[src/rtl/mostrador7_mux.sv]
// mostrador7_mux: multiplexed seven-segment controller for the irrigation panel.
// It scans N_DIG common digits and shows either the water-level view or the
// irrigation-type view. Digit 0 carries the glyph, digit 1 carries a view tag,
// and the remaining digits are blank. All decoding runs from a per-frame input
// snapshot, so the display never tears mid-frame.
module mostrador7_mux #(
    parameter int N_DIG        = 4,
    parameter int SCAN_DIV     = 1000,
    parameter int ALT_FRAMES   = 256,
    parameter int BLINK_FRAMES = 64
) (
    input  logic             Clk,
    input  logic             Rst,
    input  logic             Nv_Critico,
    input  logic             Nv_Baixo,
    input  logic             Nv_Medio,
    input  logic             Nv_Alto,
    input  logic             Err,
    input  logic             Bs,
    input  logic             Vs,
    input  logic             Sd,
    input  logic             Auto,
    output logic [6:0]       SEGs,
    output logic [N_DIG-1:0] SEG_D,
    output logic             Vista
);

    localparam int PRE_W = (SCAN_DIV > 1)     ? $clog2(SCAN_DIV)     : 1;
    localparam int IDX_W = (N_DIG > 1)        ? $clog2(N_DIG)        : 1;
    localparam int ALT_W = (ALT_FRAMES > 1)   ? $clog2(ALT_FRAMES)   : 1;
    localparam int BLK_W = (BLINK_FRAMES > 1) ? $clog2(BLINK_FRAMES) : 1;

    localparam logic [PRE_W-1:0] PRE_LAST = PRE_W'(SCAN_DIV - 1);
    localparam logic [IDX_W-1:0] IDX_LAST = IDX_W'(N_DIG - 1);
    localparam logic [ALT_W-1:0] ALT_LAST = ALT_W'(ALT_FRAMES - 1);
    localparam logic [BLK_W-1:0] BLK_LAST = BLK_W'(BLINK_FRAMES - 1);

    localparam logic [6:0] GLYPH_E     = 7'h79;
    localparam logic [6:0] GLYPH_C     = 7'h39;
    localparam logic [6:0] GLYPH_B     = 7'h7C;
    localparam logic [6:0] GLYPH_N     = 7'h54;
    localparam logic [6:0] GLYPH_H     = 7'h76;
    localparam logic [6:0] GLYPH_D     = 7'h5E;
    localparam logic [6:0] GLYPH_A     = 7'h77;
    localparam logic [6:0] GLYPH_DASH  = 7'h40;
    localparam logic [6:0] TAG_LEVEL   = 7'h38;
    localparam logic [6:0] TAG_IRRIG   = 7'h50;
    localparam logic [6:0] GLYPH_BLANK = 7'h00;

    // Frame-stable copy of the status flags. The manual view select is kept
    // in view_p0, which loads on the same edge as this snapshot.
    typedef struct packed {
        logic critico;
        logic baixo;
        logic medio;
        logic alto;
        logic err;
        logic bs;
        logic vs;
    } snap_t;

    logic [PRE_W-1:0] pre_p0;
    logic [IDX_W-1:0] idx_p0;
    snap_t            snap_p0;
    logic             view_p0;
    logic [ALT_W-1:0] alt_cnt_p0;
    logic             alt_ph_p0;
    logic [BLK_W-1:0] blink_cnt_p0;
    logic             blink_on_p0;

    logic             pre_last;
    logic             idx_last;
    logic             frame_tick;
    logic             alt_ph_next;
    logic [6:0]       glyph_p0;
    logic             blank_p0;
    logic [6:0]       seg_p0;
    logic [N_DIG-1:0] seg_d_p0;

    // Level glyph with priority Err > Critico > Baixo > Medio > Alto.
    function automatic logic [6:0] level_glyph(input snap_t s);
        if (s.err)          return GLYPH_E;
        else if (s.critico) return GLYPH_C;
        else if (s.baixo)   return GLYPH_B;
        else if (s.medio)   return GLYPH_N;
        else if (s.alto)    return GLYPH_H;
        else                return GLYPH_DASH;
    endfunction

    // Irrigation glyph; both sources active at once is shown as an error.
    function automatic logic [6:0] irrig_glyph(input snap_t s);
        case ({s.bs, s.vs})
            2'b10:   return GLYPH_D;
            2'b01:   return GLYPH_A;
            2'b11:   return GLYPH_E;
            default: return GLYPH_DASH;
        endcase
    endfunction

    assign pre_last    = (pre_p0 == PRE_LAST);
    assign idx_last    = (idx_p0 == IDX_LAST);
    assign frame_tick  = pre_last && idx_last;
    assign alt_ph_next = (alt_cnt_p0 == ALT_LAST) ? ~alt_ph_p0 : alt_ph_p0;

    // ---- stage p0: scan timing, snapshot, view and blink state ----

    // Prescaler and digit index: each digit holds for SCAN_DIV cycles.
    always_ff @(posedge Clk) begin
        if (Rst) begin
            pre_p0 <= '0;
            idx_p0 <= '0;
        end else if (pre_last) begin
            pre_p0 <= '0;
            idx_p0 <= idx_last ? '0 : idx_p0 + IDX_W'(1);
        end else begin
            pre_p0 <= pre_p0 + PRE_W'(1);
        end
    end

    // Input snapshot, refreshed only as the scan wraps back to digit 0.
    always_ff @(posedge Clk) begin
        if (Rst) begin
            snap_p0 <= '0;
        end else if (frame_tick) begin
            snap_p0 <= '{critico: Nv_Critico, baixo: Nv_Baixo, medio: Nv_Medio,
                         alto: Nv_Alto, err: Err, bs: Bs, vs: Vs};
        end
    end

    // Alternation counter; held at the level phase whenever Auto is low.
    always_ff @(posedge Clk) begin
        if (Rst || !Auto) begin
            alt_cnt_p0 <= '0;
            alt_ph_p0  <= 1'b0;
        end else if (frame_tick) begin
            alt_cnt_p0 <= (alt_cnt_p0 == ALT_LAST) ? '0 : alt_cnt_p0 + ALT_W'(1);
            alt_ph_p0  <= alt_ph_next;
        end
    end

    // Displayed view, only ever changed on a frame tick so it never tears.
    always_ff @(posedge Clk) begin
        if (Rst) begin
            view_p0 <= 1'b0;
        end else if (frame_tick) begin
            view_p0 <= Auto ? alt_ph_next : Sd;
        end
    end

    // Blink phase: starts ON and flips every BLINK_FRAMES frames.
    always_ff @(posedge Clk) begin
        if (Rst) begin
            blink_cnt_p0 <= '0;
            blink_on_p0  <= 1'b1;
        end else if (frame_tick) begin
            if (blink_cnt_p0 == BLK_LAST) begin
                blink_cnt_p0 <= '0;
                blink_on_p0  <= ~blink_on_p0;
            end else begin
                blink_cnt_p0 <= blink_cnt_p0 + BLK_W'(1);
            end
        end
    end

    // Segment and digit-enable decode for the digit currently selected.
    always_comb begin
        glyph_p0 = view_p0 ? irrig_glyph(snap_p0) : level_glyph(snap_p0);
        blank_p0 = !view_p0 && (snap_p0.err || snap_p0.critico) && !blink_on_p0;
        seg_p0   = GLYPH_BLANK;
        if (idx_p0 == '0) begin
            seg_p0 = blank_p0 ? GLYPH_BLANK : glyph_p0;
        end else if (idx_p0 == IDX_W'(1)) begin
            seg_p0 = view_p0 ? TAG_IRRIG : TAG_LEVEL;
        end
        for (int i = 0; i < N_DIG; i++) begin
            seg_d_p0[i] = (idx_p0 != IDX_W'(i));
        end
    end

    // ---- stage p1: registered pin drivers ----

    // Output register: all digits dark while in reset.
    always_ff @(posedge Clk) begin
        if (Rst) begin
            SEGs  <= '0;
            SEG_D <= '1;
            Vista <= 1'b0;
        end else begin
            SEGs  <= seg_p0;
            SEG_D <= seg_d_p0;
            Vista <= view_p0;
        end
    end

endmodule

[config.mk]
export PLATFORM = sky130hd
export DESIGN_NAME = mostrador7_mux
export DESIGN_NICKNAME = d
export VERILOG_FILES = /design/src/rtl/mostrador7_mux.sv
export SDC_FILE = /design/constraint.sdc
export NUM_CORES = 1
export LEC_CHECK = 0
export ABC_AREA = 1
export CAP_MARGIN = 10
export CORE_ASPECT_RATIO = 0.75
export CORE_MARGIN = 3
export CORE_UTILIZATION = 42
export DETAILED_ROUTE_END_ITERATION = 10
export DONT_BUFFER_PORTS = 1
export GPL_ROUTABILITY_DRIVEN = 0
export SLEW_MARGIN = 20
export SYNTH_ARGS = -nofsm -noshare
export SYNTH_HDL_FRONTEND = slang
export SYNTH_SLANG_ARGS = --single-unit
[constraint.sdc]
create_clock -name Clk -period 3.2 [get_ports Clk]
set_input_delay 0.32 -clock Clk [delete_from_list [all_inputs] [get_ports Clk]]
set_output_delay 0.32 -clock Clk [all_outputs]
set_load 0.02 [all_outputs]
==> impl_metrics.py <==
metrics = {
    "outcome": {
        "status": "complete, no violations",
    },
    "layout": {
        "area_delta_synth_final_pct": 6.38,
        "layout.nets": 319,
        "drive_gt1_frac": 0.0671,
        "antennaDiodeCount": 0,
        "final_cell_area_sq_um": 2340,
    },
    "min_path": {
        "min_path_type": "in2reg",
        "worstHoldPathCells": 1,
        "hp-start": "Rst",
        "hold_end": "blink_cnt_p0[0]",
    },
    "placed_design": {
        "dp_hpwl_mm": 2.82,
        "port_buffers": 0,
        "postPlaceCellArea_sq_um": 2240,
    },
    "floorplan": {
        "io_pins": 23,
        "initial_core_util": 0.441,
        "fp.dieH_um": 68.6,
        "rows": 22,
        "die_area_sq_um": 6140,
        "die_x_um": 89.5,
        "core-area_sq_um": 4980,
    },
    "setup_path": {
        "crit_type": "reg2reg",
        "slowest_stage": "nand4_2",
        "crit_required_ps": 3390,
        "rrSetupSlack_ps": 1230,
        "rr_startpoint": "pre_p0[0]",
        "end_kind": "register",
        "r2r_cells": 6,
        "crit_path_start_kind": "register",
        "crit_arrival_ps": 2150,
        "crit_fanout": 26,
        "reg2reg_to": "alt_cnt_p0[0]",
        "slowest_delay_ps": 500,
        "crit_chain": "ha_1, nand2_1, nor2_4, nand4_2, o21ai_0, a21oi_1",
    },
    "yosys": {
        "synth-seq-cells": 48,
        "synth_top_area_cell": "dfxtp_1",
        "synthCells": 298,
        "synth_fp_nets": 320,
        "synthDistinctLibCells": 23,
        "yosys_warnings": 0,
        "yosysTopAreaCellShare": 0.438,
        "synth_edf_count": 0,
        "synthArstFlopShare": 0,
        "synth_common_cells": "nand2_1 (60), dfxtp_1 (48), nor2_1 (46), inv_1 (32), a21oi_1 (28)",
        "synth.most_common_cell": "nand2_1",
        "yosys_most_used_dff": "dfxtp_1",
        "syn_area_sq_um": 2200,
        "ys_seq_area_frac": 0.438,
        "avgSynthCellArea_sq_um": 7.37,
        "synth_area_leaders": "dfxtp_1 (44%), nand2_1 (10%), nor2_1 (7.9%)",
    },
    "route": {
        "drt_iter0_drc": 109,
        "routed.top_layer": "met4",
        "dr.pass1.iters": 4,
        "drt.antenna.violating_nets": 0,
        "avgRoutedWirePerCell_um": 10.7,
        "via_per_inst": 4.73,
        "vias": 1751,
        "postRouteWirelength_mm": 3.94,
        "met1_length_mm": 2.11,
        "drc": 0,
        "dr_wl_met3_um": 198,
        "met2_length_mm": 1.61,
    },
    "timing": {
        "drv_slew": 0,
        "rsz0062_at_grt": "false",
        "hold_viol": 0,
        "finalSetupViolations": 0,
        "min_period_over_period": 0.615,
        "fin_skew_ps": 4.97,
        "fin_hold_ws_ps": 76.2,
        "slew_headroom": 0.576,
        "worst_pin_slew_ps": 634,
        "tns_ps": 0,
        "fmax_mhz": 508,
        "layout_min_cycle_time_ps": 1970,
    },
    "global_route": {
        "gr-total-overflow": 0,
        "grt_pass1_wl_mm": 6.69,
        "grt_pass1_vias": 1435,
        "grt_start_max_net_pins": 27,
        "antenna_found_initial": 0,
        "grtUsageTotal": 0.143,
    },
    "pwr": {
        "peakVddDrop_mv": 0.162,
        "total_power_uw": 1000,
        "p_leak_uw": 0.000852,
        "power.density_nw_per_um2": 430,
    },
    "clocking": {
        "numCtsBuffers": 5,
        "path_clk_slew_ps": 90,
        "post-cts-setup-buffer-count": 0,
        "cts_buffer_depth": 2,
        "clkSinkCount": 48,
        "cts_tree": "done",
        "ctsHtreeMaxLevel": 2,
        "clk_latency_ps": 300,
        "cts-root-buf": "clkbuf_8",
        "cts_resized": 0,
        "hold_buffers": 0,
    },
    "run": {
        "drv_cap": 0,
    },
}
[routing by layer]
metal | GRT usage | up-vias
li1 | - | 951
met1 | 0.202 | 764
met2 | 0.193 | 34
met3 | 0.0594 | 2
met4 | 0.0502 | 0
met5 | 0 | -
[critical path, delay by kind of cell (launching register included)]
kind | cells | cell delay [ps]
DFF | 1 | 360
AOI/OAI and AO/OA | 2 | 560
and+or+nand+nor | 3 | 760
adders and majority gates | 1 | 170
[where the power goes]
group	internal, uW	switching, uW	leakage [uW]
logic	5.30	13.4	0.000421
registers	601	4.00	0.000388
clock network	175	205	0.0000434
[stage by stage]
stage	utilization	setup slack [ps]	std cells
floorplan	-	1810	298
global placement	0.449	1360	362
detailed placement	0.449	1230	362
CTS	0.469	1230	370
global route	0.469	999	370
finish	0.469	1230	370
[flip-flops by register name (all words and copies together), names as in the netlist]
name          flops
pre_p0           10
SEGs              7
blink_cnt_p0      6
snap_p0           7
alt_cnt_p0        8
alt_ph_p0         1
view_p0           1
SEG_D             4
idx_p0            2
blink_on_p0       1
Vista             1
[logic make-up (layout without fill, tap and decap cells)]
kind of cell	Yosys count	after routing	synth area share
simple gates	150	150	0.304
flops	48	48	0.438
compound gates	45	45	0.103
buf+inv	40	40	0.0764
fa+ha+maj	11	11	0.0627
xor+xnor	4	4	0.0160
[worst max-delay path by stage]
| stage | startpoint | endpoint | cells after the start |
|---|---|---|---|
| finish | pre_p0[0] | alt_cnt_p0[0] | 6 |
| floorplan | pre_p0[0] | blink_on_p0 | 7 |
| global route | pre_p0[0] | alt_cnt_p0[0] | 6 |
| CTS | pre_p0[0] | alt_cnt_p0[0] | 6 |
| global placement | pre_p0[0] | alt_cnt_p0[0] | 6 |
| detailed placement | pre_p0[0] | alt_cnt_p0[0] | 6 |
[layout make-up]
type	instances	area (sq um)
Fill cell	500	2650
Multi-Input combinational cell	210	1070
Sequential cell	48	961
Inverter	32	120
Tap cell	72	90.1
Clock buffer	6	82.6
Clock inverter	2	15.0
[cell usage in the layout (no fill, tap or decap), types with 2 or more instances in the layout]
| cell | count |
|---|---|
| nor3_1 | 5 |
| nor2_4 | 2 |
| clkinvlp_4 | 2 |
| a21oi_1 | 28 |
| inv_1 | 32 |
| xor2_1 | 2 |
| nand4_1 | 3 |
| xnor2_1 | 2 |
| o21ai_0 | 16 |
| nand3_1 | 24 |
| ha_1 | 11 |
| nor2_1 | 46 |
| dfxtp_1 | 48 |
| or2_2 | 5 |
| nand2_1 | 60 |
| clkbuf_8 | 6 |
Power figures use the tool's default switching activity.
